[src/rtl/cordic_iter.sv]
// Iterative CORDIC: one micro-rotation per clock; mode 0 rotates z to 0, mode 1 drives y to 0.
// Latency start->done ITERS+1 cycles; a start while busy or during done is dropped, not queued.
module cordic_iter #(
  parameter int WIDTH = 32,
  parameter int ITERS = 16
) (
  input  logic             clk,
  input  logic             reset_n,
  input  logic             start,
  input  logic             mode,
  input  logic [WIDTH-1:0] x_in,
  input  logic [WIDTH-1:0] y_in,
  input  logic [WIDTH-1:0] z_in,
  output logic             busy,
  output logic             done,
  output logic [WIDTH-1:0] x_out,
  output logic [WIDTH-1:0] y_out,
  output logic [WIDTH-1:0] z_out,
  output logic             ovf
);

  localparam int XW = WIDTH + 2;
  localparam logic [4:0] LAST = 5'(ITERS);

  typedef enum logic [1:0] {IDLE, RUN, DONE} state_t;

  state_t                  state;
  logic signed [XW-1:0]    x_r, y_r;
  logic signed [WIDTH-1:0] z_r;
  logic                    mode_r;
  logic [4:0]              i_r;

  // atan(2^-i) in Q2.30 radians, rounded to nearest
  function automatic logic signed [31:0] atan_rom(input logic [4:0] idx);
    case (idx)
      5'd0:  atan_rom = 32'h3243F6A9;
      5'd1:  atan_rom = 32'h1DAC6705;
      5'd2:  atan_rom = 32'h0FADBAFD;
      5'd3:  atan_rom = 32'h07F56EA7;
      5'd4:  atan_rom = 32'h03FEAB77;
      5'd5:  atan_rom = 32'h01FFD55C;
      5'd6:  atan_rom = 32'h00FFFAAB;
      5'd7:  atan_rom = 32'h007FFF55;
      5'd8:  atan_rom = 32'h003FFFEB;
      5'd9:  atan_rom = 32'h001FFFFD;
      5'd10: atan_rom = 32'h00100000;
      5'd11: atan_rom = 32'h00080000;
      5'd12: atan_rom = 32'h00040000;
      5'd13: atan_rom = 32'h00020000;
      5'd14: atan_rom = 32'h00010000;
      5'd15: atan_rom = 32'h00008000;
      5'd16: atan_rom = 32'h00004000;
      5'd17: atan_rom = 32'h00002000;
      5'd18: atan_rom = 32'h00001000;
      5'd19: atan_rom = 32'h00000800;
      5'd20: atan_rom = 32'h00000400;
      5'd21: atan_rom = 32'h00000200;
      5'd22: atan_rom = 32'h00000100;
      5'd23: atan_rom = 32'h00000080;
      5'd24: atan_rom = 32'h00000040;
      5'd25: atan_rom = 32'h00000020;
      5'd26: atan_rom = 32'h00000010;
      5'd27: atan_rom = 32'h00000008;
      5'd28: atan_rom = 32'h00000004;
      5'd29: atan_rom = 32'h00000002;
      5'd30: atan_rom = 32'h00000001;
      default: atan_rom = 32'h00000000;
    endcase
  endfunction

  logic signed [31:0]      atan_full;
  logic signed [WIDTH-1:0] atan_i;
  logic                    d_pos;
  logic signed [XW-1:0]    x_sh, y_sh, x_nxt, y_nxt;
  logic signed [WIDTH-1:0] z_nxt;
  logic [2:0]              x_top, y_top;
  logic                    x_clip, y_clip;
  logic [WIDTH-1:0]        x_sat, y_sat;

  assign atan_full = atan_rom(i_r);
  assign atan_i    = WIDTH'(atan_full >>> (32 - WIDTH));

  assign d_pos = mode_r ? y_r[XW-1] : ~z_r[WIDTH-1];
  assign x_sh  = x_r >>> i_r;
  assign y_sh  = y_r >>> i_r;
  assign x_nxt = d_pos ? (x_r - y_sh) : (x_r + y_sh);
  assign y_nxt = d_pos ? (y_r + x_sh) : (y_r - x_sh);
  assign z_nxt = d_pos ? (z_r - atan_i) : (z_r + atan_i);

  // The two guard bits must match the WIDTH sign bit, otherwise clamp.
  assign x_top  = x_r[XW-1:WIDTH-1];
  assign y_top  = y_r[XW-1:WIDTH-1];
  assign x_clip = (x_top != 3'b000) && (x_top != 3'b111);
  assign y_clip = (y_top != 3'b000) && (y_top != 3'b111);
  assign x_sat  = !x_clip ? x_r[WIDTH-1:0] :
                  x_r[XW-1] ? {1'b1, {(WIDTH-1){1'b0}}} : {1'b0, {(WIDTH-1){1'b1}}};
  assign y_sat  = !y_clip ? y_r[WIDTH-1:0] :
                  y_r[XW-1] ? {1'b1, {(WIDTH-1){1'b0}}} : {1'b0, {(WIDTH-1){1'b1}}};

  always_ff @(posedge clk or negedge reset_n) begin
    if (!reset_n) begin
      state  <= IDLE;
      x_r    <= '0;
      y_r    <= '0;
      z_r    <= '0;
      mode_r <= 1'b0;
      i_r    <= '0;
      busy   <= 1'b0;
      done   <= 1'b0;
      ovf    <= 1'b0;
      x_out  <= '0;
      y_out  <= '0;
      z_out  <= '0;
    end else begin
      case (state)
        IDLE: begin
          if (start) begin
            x_r    <= {{2{x_in[WIDTH-1]}}, x_in};
            y_r    <= {{2{y_in[WIDTH-1]}}, y_in};
            z_r    <= z_in;
            mode_r <= mode;
            i_r    <= '0;
            busy   <= 1'b1;
            state  <= RUN;
          end
        end
        RUN: begin
          // ITERS micro-rotations, then one cycle to saturate and publish
          if (i_r == LAST) begin
            x_out <= x_sat;
            y_out <= y_sat;
            z_out <= z_r;
            ovf   <= x_clip | y_clip;
            busy  <= 1'b0;
            done  <= 1'b1;
            state <= DONE;
          end else begin
            x_r <= x_nxt;
            y_r <= y_nxt;
            z_r <= z_nxt;
            i_r <= i_r + 5'd1;
          end
        end
        DONE: begin
          done  <= 1'b0;
          state <= IDLE;
        end
        default: state <= IDLE;
      endcase
    end
  end

endmodule

[config.mk]
export PLATFORM = sky130hd
export DESIGN_NAME = cordic_iter
export DESIGN_NICKNAME = d
export VERILOG_FILES = /design/src/rtl/cordic_iter.sv
export SDC_FILE = /design/constraint.sdc
export NUM_CORES = 1
export LEC_CHECK = 0
export CAP_MARGIN = 20
export CORE_UTILIZATION = 60
export DETAILED_ROUTE_END_ITERATION = 8
export MAX_ROUTING_LAYER = met4
export PLACE_DENSITY = 0.83
export SLEW_MARGIN = 20
export SYNTH_ARGS = -nofsm -noshare
export SYNTH_HDL_FRONTEND = slang
export SYNTH_SLANG_ARGS = --single-unit
[constraint.sdc]
create_clock -name clk -period 12.4 [get_ports clk]
set_input_delay 1.86 -clock clk [delete_from_list [all_inputs] [get_ports clk]]
set_output_delay 1.86 -clock clk [all_outputs]
set_load 0.005 [all_outputs]
==> flow_summary.json <==
{
  "status": "completed",
  "drcViolationCount": 0,
  "track_usage_pct": 46.1,
  "initial_core_util_pct": 61.3,
  "via_per_inst": 7.08,
  "gp_congestion": 1.04,
  "clock_latency_ps": 550,
  "grt_max_degree": 104,
  "min_period_ps": 8200,
  "cts_resized": 0,
  "grt_overflow": 0,
  "syn_avg_cell_area_um2": 8.03,
  "core_um2": 33800,
  "critical_path_class": "flop to flop",
  "synth_area_um2": 20700,
  "synth_edf_count": 0,
  "synth_async_sr_flop_share_pct": 100,
  "routed_wl_um": 80600,
  "synth_cell_types": 109,
  "final-setup-viol-count": 0,
  "synth_top_area_share_pct": 25.0,
  "dp_slack_ps": 4460,
  "dieArea_um2": 35300,
  "drive_above_1_share_pct": 8.11,
  "wl_per_cell_um": 25.8,
  "antennaDiodeCount": 0,
  "die_x_um": 188,
  "cts.clk_slew.worst_paths_ps": 70,
  "fin_util_pct": 69.8,
  "io-pin-count": 199,
  "synth.top_cells.by_area": "dfrtp_1 (25%), nand2_1 (7.0%), mux4_2 (6.7%)",
  "root_buffer": "clkbuf_16",
  "worstHoldPathType": "flop to flop",
  "synth_area_leader_cell": "dfrtp_1",
  "hold_viol": 0,
  "syn_to_final_growth_pct": 13.7,
  "tns_ps": 0,
  "hpwl_um": 57100,
  "clk_path_buf_depth": 3,
  "synth_ff_type": "dfrtp_1",
  "synth-seq-area-share_pct": 25.0,
  "fmax_mhz": 122,
  "syn_inst": 2582,
  "fin_ws_ps": 4200,
  "ys_ff_latch": 207,
  "worstPathRequired_ps": 12810,
  "cts_tree": "yes",
  "fin_crit_sh_pct": 66.1,
  "ys.warnings.count": 0,
  "startpoint_type": "flop",
  "cts_sinks": 207,
  "cts_buffers": 23,
  "crit_arrival_ps": 8610,
  "antenna_left": 0,
  "maxCapViolations": 0,
  "path_max_fanout": 58,
  "end_kind": "flop",
  "num_vias": 22100,
  "worst_pin_slew_ps": 1100,
  "cts_max_level": 1,
  "cts_hold_buf": 0,
  "synth.top_cells.by_count": "nand2_1 (384), o21ai_0 (237), nor2_1 (235)",
  "drv_slew": 0,
  "drt_iter0_markers": 2920,
  "antenna_found_initial": 1,
  "nets": 2874,
  "post_cts_buffers": 0,
  "syn_nets": 2794,
  "grt_first_pass_wirelength_um": 123000,
  "row_count": 67,
  "drtPass1Iterations": 9,
  "skew_ps": 11.6,
  "rsz0062_at_grt": "false",
  "synth_most_common_cell": "nand2_1",
  "grt_pass1_vias": 20800,
  "die_y_um": 188,
  "numPortBuffers": 198,
  "max_slew_margin_pct": 26.5
}
==> worst max-delay path: stages, from the launching register on <==
cell,delay (ps)
dfrtp_2,820
buf_4,690
inv_2,590
ha_1,510
nand2b_1,190
a41oi_1,320
o221ai_1,260
nor2_1,200
or4b_1,510
nor3_2,460
a21oi_1,160
xnor2_1,170
ha_1,340
a211oi_1,240
nand2_1,110
or3_1,320
nor3b_1,440
nor3_1,220
or3b_2,540
a2111o_1,450
a31oi_1,220
xor2_1,170
o21ai_0,90
==> registers in the layout (all words and copies together) (netlist names), 2 cells and up <==
name   count
i_r        5
state      2
x_out     32
x_r       34
y_out     32
y_r       34
z_out     32
z_r       32
==> metal layers <==
metal / routed length (µm) / GRT usage, % / vias up
met3: 9880 / 7.34 / 275
met5: 0 / - / -
met1: 31700 / 62.3 / 10600
met2: 35700 / 69.9 / 1694
li1: - / - / 9580
met4: 3260 / 16.5 / 0
==> metrics by stage <==
stage                     instance area [µm²]  hold WS, ps  std cells
after floorplan                         20700          467       2582
after global placement                  22800          457       3084
after detailed placement                22800          461       3084
after CTS                               23500          476       3124
after global routing                    23600          488       3125
final                                   23600          476       3125
==> final timing paths <==
check	from	to	slack [ps]	depth (start not counted)
max	i_r[1]	z_r[28]	4200	22
min	z_out[14]	z_out[14]	480	2
max reg2reg	i_r[1]	z_r[28]	4200	22
min reg2reg	z_out[14]	z_out[14]	480	2
max in group asynchronous	reset_n	i_r[3]	9800	2
min in group asynchronous	reset_n	x_out[4]	1270	1
==> layout by cell type (no fill, tap or decap), drive strengths merged, types with 36 or more instances in the layout <==
master         Yosys  routed
nand2            384     384
o21ai            248     248
nor2             235     235
a21oi            218     218
dfrtp            207     207
clkdlybuf4s50      0     197
ha               109     109
xnor2             89      89
xor2              78      78
mux2i             66      66
mux4              62      62
a21o              60      60
a31oi             52      52
inv               46      48
nor3              46      46
nand3             39      39
nand2b            36      36
==> final cells by class <==
class	count	area [µm²]
Multi-Input combinational cell	2154	14600
Fill cell	2528	10200
Sequential cell	207	5200
Timing Repair Buffer	228	2240
Clock buffer	32	649
Tap cell	448	561
Inverter	48	180
Clock inverter	8	103
==> logic make-up after synthesis <==
| logic type | Yosys count | synth area share, % |
|---|---|---|
| mux | 160 | 11.8 |
| buf+inv | 221 | 4.62 |
| fa+ha+maj | 112 | 6.87 |
| simple gates | 893 | 19.8 |
| xor+xnor | 167 | 7.06 |
| compound gates | 822 | 24.9 |
| flops | 207 | 25.0 |
Power is not shown: default switching activity piles up to over one toggle a cycle in this logic, so the estimate is an artifact.
